$ cat src/rtl/qeciphy_link_supervisor.sv
// Link recovery sequencer: requests PHY reset sequences, supervises bring-up and error rate,
// retries with exponential backoff and latches FAILED once the retry budget is spent.
//
// state         | meaning
// IDLE          | supervision disabled
// RST_ASSERT    | reset request held high
// WAIT_RST_DONE | waiting for reset controller completion
// WAIT_LINK     | waiting for link-up
// LINK_UP       | link healthy, errors counted per window
// BACKOFF       | delay before re-issuing reset
// FAILED        | retries exhausted, holding
module qeciphy_link_supervisor #(
    parameter int unsigned RST_PULSE_CYCLES = 16,
    parameter int unsigned LINK_TIMEOUT     = 65535,
    parameter int unsigned ERR_THRESHOLD    = 8,
    parameter int unsigned ERR_WINDOW       = 1024,
    parameter int unsigned MAX_RETRIES      = 7,
    parameter int unsigned BACKOFF_BASE     = 256
) (
    input  logic       axis_clk_i,
    input  logic       axis_rst_i,
    input  logic       enable_i,
    input  logic       sw_reset_req_i,
    input  logic       rst_done_i,
    input  logic       link_up_i,
    input  logic       err_pulse_i,
    output logic       rst_req_o,
    output logic       link_ok_o,
    output logic       failed_o,
    output logic [3:0] retry_count_o,
    output logic [2:0] state_o
);

    typedef enum logic [2:0] {
        IDLE          = 3'd0,
        RST_ASSERT    = 3'd1,
        WAIT_RST_DONE = 3'd2,
        WAIT_LINK     = 3'd3,
        LINK_UP       = 3'd4,
        BACKOFF       = 3'd5,
        FAILED        = 3'd6
    } state_t;

    // The shared timer counts down; loading N-1 on entry keeps a state for exactly N cycles.
    localparam logic [15:0] PULSE_LOAD   = 16'(RST_PULSE_CYCLES - 1);
    localparam logic [15:0] TIMEOUT_LOAD = 16'(LINK_TIMEOUT - 1);
    localparam logic [15:0] WINDOW_LOAD  = 16'(ERR_WINDOW - 1);
    localparam logic [15:0] BACKOFF_UNIT = 16'(BACKOFF_BASE);
    localparam logic [8:0]  ERR_LIMIT    = 9'(ERR_THRESHOLD);
    localparam logic [3:0]  RETRY_LIMIT  = 4'(MAX_RETRIES);

    state_t      state_q, state_d;
    logic [15:0] timer_q, timer_d;
    logic [3:0]  retry_q, retry_d;
    logic [7:0]  err_cnt_q, err_cnt_d;
    logic        rst_req_q, link_ok_q, failed_q;
    logic        retry_ev;
    logic        err_trip;
    logic [15:0] backoff_load;

    assign backoff_load = (BACKOFF_UNIT << retry_q) - 16'd1;
    assign err_trip     = err_pulse_i && (({1'b0, err_cnt_q} + 9'd1) >= ERR_LIMIT);

    always_comb begin
        state_d   = state_q;
        timer_d   = timer_q;
        retry_d   = retry_q;
        err_cnt_d = err_cnt_q;
        retry_ev  = 1'b0;

        if (!enable_i) begin
            state_d   = IDLE;
            retry_d   = 4'd0;
            err_cnt_d = 8'd0;
        end else if (sw_reset_req_i && (state_q != IDLE)) begin
            state_d = RST_ASSERT;
            timer_d = PULSE_LOAD;
            retry_d = 4'd0;
        end else begin
            case (state_q)
                IDLE: begin
                    state_d = RST_ASSERT;
                    timer_d = PULSE_LOAD;
                end
                RST_ASSERT: begin
                    if (timer_q == 16'd0) begin
                        state_d = WAIT_RST_DONE;
                        timer_d = TIMEOUT_LOAD;
                    end else begin
                        timer_d = timer_q - 16'd1;
                    end
                end
                WAIT_RST_DONE: begin
                    if (rst_done_i) begin
                        state_d = WAIT_LINK;
                        timer_d = TIMEOUT_LOAD;
                    end else if (timer_q == 16'd0) begin
                        retry_ev = 1'b1;
                    end else begin
                        timer_d = timer_q - 16'd1;
                    end
                end
                WAIT_LINK: begin
                    if (link_up_i) begin
                        state_d   = LINK_UP;
                        timer_d   = WINDOW_LOAD;
                        err_cnt_d = 8'd0;
                    end else if (timer_q == 16'd0) begin
                        retry_ev = 1'b1;
                    end else begin
                        timer_d = timer_q - 16'd1;
                    end
                end
                LINK_UP: begin
                    if (!link_up_i || err_trip) begin
                        retry_ev = 1'b1;
                    end else if (timer_q == 16'd0) begin
                        // A full clean window forgives earlier retries.
                        timer_d   = WINDOW_LOAD;
                        err_cnt_d = 8'd0;
                        retry_d   = 4'd0;
                    end else begin
                        timer_d = timer_q - 16'd1;
                        if (err_pulse_i && (err_cnt_q != 8'hFF)) begin
                            err_cnt_d = err_cnt_q + 8'd1;
                        end
                    end
                end
                BACKOFF: begin
                    if (timer_q == 16'd0) begin
                        state_d = RST_ASSERT;
                        timer_d = PULSE_LOAD;
                    end else begin
                        timer_d = timer_q - 16'd1;
                    end
                end
                FAILED: begin
                    state_d = FAILED;
                end
                default: begin
                    state_d = IDLE;
                end
            endcase

            if (retry_ev) begin
                if (retry_q == RETRY_LIMIT) begin
                    state_d = FAILED;
                end else begin
                    state_d = BACKOFF;
                    timer_d = backoff_load;
                    retry_d = retry_q + 4'd1;
                end
            end
        end
    end

    always_ff @(posedge axis_clk_i) begin
        if (axis_rst_i) begin
            state_q   <= IDLE;
            timer_q   <= 16'd0;
            retry_q   <= 4'd0;
            err_cnt_q <= 8'd0;
            rst_req_q <= 1'b0;
            link_ok_q <= 1'b0;
            failed_q  <= 1'b0;
        end else begin
            state_q   <= state_d;
            timer_q   <= timer_d;
            retry_q   <= retry_d;
            err_cnt_q <= err_cnt_d;
            rst_req_q <= (state_d == RST_ASSERT);
            link_ok_q <= (state_d == LINK_UP);
            failed_q  <= (state_d == FAILED);
        end
    end

    assign rst_req_o     = rst_req_q;
    assign link_ok_o     = link_ok_q;
    assign failed_o      = failed_q;
    assign retry_count_o = retry_q;
    assign state_o       = state_q;

endmodule

$ cat config.mk
export PLATFORM = sky130hd
export DESIGN_NAME = qeciphy_link_supervisor
export DESIGN_NICKNAME = d
export VERILOG_FILES = /design/src/rtl/qeciphy_link_supervisor.sv
export SDC_FILE = /design/constraint.sdc
export NUM_CORES = 1
export LEC_CHECK = 0
export CAP_MARGIN = 15
export CORE_ASPECT_RATIO = 1.2
export CORE_MARGIN = 10
export CORE_UTILIZATION = 60
export CTS_BUF_LIST = sky130_fd_sc_hd__clkbuf_8 sky130_fd_sc_hd__clkbuf_16
export DETAILED_ROUTE_END_ITERATION = 8
export GPL_TIMING_DRIVEN = 0
export PLACE_DENSITY = 0.81
export SETUP_SLACK_MARGIN = 0.2
export SYNTH_ARGS = -nofsm -noshare
export SYNTH_HDL_FRONTEND = slang
export SYNTH_SLANG_ARGS = --single-unit
$ cat constraint.sdc
create_clock -name axis_clk_i -period 3.05 [get_ports axis_clk_i]
set_input_delay 0.4575 -clock axis_clk_i [delete_from_list [all_inputs] [get_ports axis_clk_i]]
set_output_delay 0.4575 -clock axis_clk_i [all_outputs]
set_load 0.005 [all_outputs]
==> impl_metrics.env <==
export IMPL_leakagePower_uw=0.00112
export IMPL_area_growth_synth_to_final_pct=15.3
export IMPL_clock_skew_final_ns=0.00633
export IMPL_reg2reg_slack_ns=0.34
export IMPL_die_w_um=80.4
export IMPL_drt_pass1_iterations=5
export IMPL_fill_cells=375
export IMPL_wl_mm=7.66
export IMPL_rsz0062_at_grt="yes"
export IMPL_fp_row_count=26
export IMPL_crit_start="timer_q[11]"
export IMPL_setup_violations=0
export IMPL_htree_levels=2
export IMPL_first_global_vias=2825
export IMPL_power_density_nw_per_um2=389
export IMPL_vias=2924
export IMPL_grt_start_max_net_pins=11
export IMPL_path_max_fanout=10
export IMPL_dp_hpwl_mm=5.63
export IMPL_clockBufferDepth=2
export IMPL_cts_sinks=34
export IMPL_status="finished clean"
export IMPL_wl_per_cell_um=17.1
export IMPL_hold_buffers=0
export IMPL_finalCriticalPeriod_ns=2.71
export IMPL_hold_class="register to register"
export IMPL_numCtsBuffers=5
export IMPL_clk_latency_ns=0.29
export IMPL_grt_pass1_wl_mm=13.0
export IMPL_fin_nets=409
export IMPL_clk_pin_slew_ns=0.07
export IMPL_synth_seq_cells=34
export IMPL_cap_violations=0
export IMPL_antenna_found_initial=0
export IMPL_path_class="register to register"
export IMPL_io_pins=17
export IMPL_dr_first_iter_drc_count=263
export IMPL_crit_arrival_ns=2.88
export IMPL_yosysSeqAreaShare=0.259
export IMPL_finalCritPeriodShare=0.887
export IMPL_timing_fmax_ghz=0.370
export IMPL_gp_congestion=0.994
export IMPL_fin_area_um2=3030
export IMPL_vdd_ir_drop_max_v=0.000208
export IMPL_place_area_um2=2840
export IMPL_required_ns=3.23
export IMPL_setup_worst_path_end="timer_q[14]"
export IMPL_antenna_cells=0
export IMPL_cp_start_kind="register"
export IMPL_via_per_inst=6.54
export IMPL_cts_tree="done"
export IMPL_coreArea_um2=4260
export IMPL_root_buffer="clkbuf_8"
export IMPL_synthCells=363
export IMPL_syn_area_per_cell_um2=7.23
export IMPL_synth_cell_types=63
export IMPL_yosysWarnings=0
export IMPL_setup_tns_ns=0
export IMPL_synth_area_um2=2630
export IMPL_slew_headroom=0.509
export IMPL_r2r_end="timer_q[14]"
export IMPL_worst_slew_pin_slew_ns=0.734
export IMPL_drc=0
export IMPL_synthesis_nets=382
export IMPL_grt_total_usage=0.212
export IMPL_die_area_um2=7430
export IMPL_grt_ovfl_total=0
export IMPL_synth_edff_count=0
export IMPL_rr_startpoint="timer_q[11]"
export IMPL_io_buffers=14
export IMPL_hold_violations=0
export IMPL_start_util=0.616
export IMPL_endpoint_kind="register"
export IMPL_r2r_cells=9
export IMPL_fp_dieH_um=92.5
export IMPL_ys_flop_type="dfxtp_1"
export IMPL_synthArstFlopShare=0
export IMPL_drive_above_1_share=0.0997
export IMPL_ant_nets=0
export IMPL_finalMaxSlewViolations=0
## metal layers
layer  part of all wire  vias up  wire length (µm)  global-route usage
met4              0.041        0               316               0.131
li1                   -     1408                 -                   -
met5                  0        -                 0                   0
met3              0.079       31               608              0.0484
met2               0.48      155              3690               0.340
met1               0.40     1330              3040               0.245
## where the power goes
part / switching, µW / internal [µW]
Combinational: 177 / 110
Sequential: 21.4 / 459
Clock: 170 / 238
Total: 369 / 808
## sequential cells by signal, indices dropped and copies added (netlist names)
register       count
rst_req_o          1
link_ok_o          1
state_o            3
timer_q           16
retry_count_o      4
err_cnt_q          8
failed_o           1
## logic make-up (layout without fill, tap and decap cells)
family | count (synthesis) | after routing | share of synthesized area
xor+xnor | 7 | 7 | 0.0234
mux | 2 | 2 | 0.00763
flops | 34 | 34 | 0.259
simple gates | 153 | 153 | 0.294
buf+inv | 30 | 58 | 0.0439
fa+ha+maj | 12 | 12 | 0.0572
compound gates | 125 | 125 | 0.315
## metrics by stage
stage                     worst slack (ns)  power, µW   util  cells  hold WS, ns
after detailed placement            0.0287        758  0.665    433        0.474
after floorplan                      0.602        688      -    363        0.454
after global placement              0.0335        754  0.665    433        0.473
final                                0.345       1180  0.710    447        0.488
after global routing                 0.144       1240  0.710    447        0.513
after CTS                            0.234       1170  0.695    443        0.493
## synth_stat cells (3+ instances only)
| library cell | instances | area share |
|---|---|---|
| nand2_1 | 39 | 0.056 |
| nor2_1 | 39 | 0.056 |
| o21ai_0 | 37 | 0.071 |
| dfxtp_1 | 34 | 0.26 |
| a21oi_1 | 29 | 0.055 |
| nand3_1 | 17 | 0.032 |
| clkbuf_1 | 14 | 0.020 |
| inv_1 | 13 | 0.019 |
| ha_1 | 12 | 0.057 |
| nor3_1 | 11 | 0.021 |
| nor2b_1 | 7 | 0.017 |
| and2_1 | 6 | 0.014 |
| nand4_1 | 6 | 0.014 |
| o211ai_1 | 6 | 0.017 |
| nand2b_1 | 5 | 0.012 |
| o31ai_1 | 5 | 0.014 |
| xor2_1 | 5 | 0.017 |
| a21o_1 | 4 | 0.011 |
| a311oi_1 | 4 | 0.013 |
| nor4_1 | 4 | 0.0095 |
| a211oi_1 | 3 | 0.0086 |
| a31oi_1 | 3 | 0.0072 |
| and3_1 | 3 | 0.0072 |
| o41ai_1 | 3 | 0.010 |
## worst max-delay path: stages, from the launching register on
cell	delay [ns]
dfxtp_1	0.37
or3_4	0.43
or3_4	0.37
nor3_4	0.22
nand2_1	0.17
a22o_2	0.35
buf_2	0.20
nand2_1	0.12
a311oi_1	0.06
a211o_1	0.30
## final cells by class
cell class	count	area, µm²	share of cell area
well taps	56	70.1	0.0232
repair buffers	20	185	0.0612
flip-flops and latches	34	682	0.225
clock buffers	5	68.8	0.0227
inverters	14	52.6	0.0174
plain buffers	16	63.8	0.0211
clock inverters	3	37.5	0.0124
multi-input cells	299	1870	0.617
## placed cells by master (no fill, tap or decap), types with 3 or more instances in the layout
cell,instances
nor3_1,11
o41ai_1,3
a31oi_1,3
clkbuf_1,13
xor2_1,5
o21ai_0,37
a211oi_1,3
a311oi_1,4
clkbuf_8,5
dfxtp_1,33
and2_1,6
nor2b_1,7
nand4_1,6
buf_4,6
and3_1,3
nand2_1,39
o211ai_1,6
a21oi_1,28
nor4_1,4
o31ai_1,5
nand2b_1,5
nand3_1,16
a21o_1,4
ha_1,10
nor2_1,38
clkdlybuf4s50_1,14
inv_1,15
## timing repair
item                       in CTS  in global routing
gates resized for setup         1                 11
buffers inserted                2                  4
hold endpoints to repair        0                  0
pin swaps                       1                  3
setup endpoints to repair      13                 23
## how the worst min path moves through the flow
| stage | slack (ns) | cells past startpoint | to | from |
|---|---|---|---|---|
| after floorplan | 0.45 | 1 | err_cnt_q[6] | err_cnt_q[6] |
| after global placement | 0.47 | 1 | err_cnt_q[6] | err_cnt_q[6] |
| after detailed placement | 0.47 | 1 | err_cnt_q[6] | err_cnt_q[6] |
| after CTS | 0.49 | 1 | err_cnt_q[7] | err_cnt_q[7] |
| after global routing | 0.51 | 1 | err_cnt_q[7] | err_cnt_q[7] |
| final | 0.49 | 1 | err_cnt_q[7] | err_cnt_q[7] |
(Power assumes the default switching activity.)
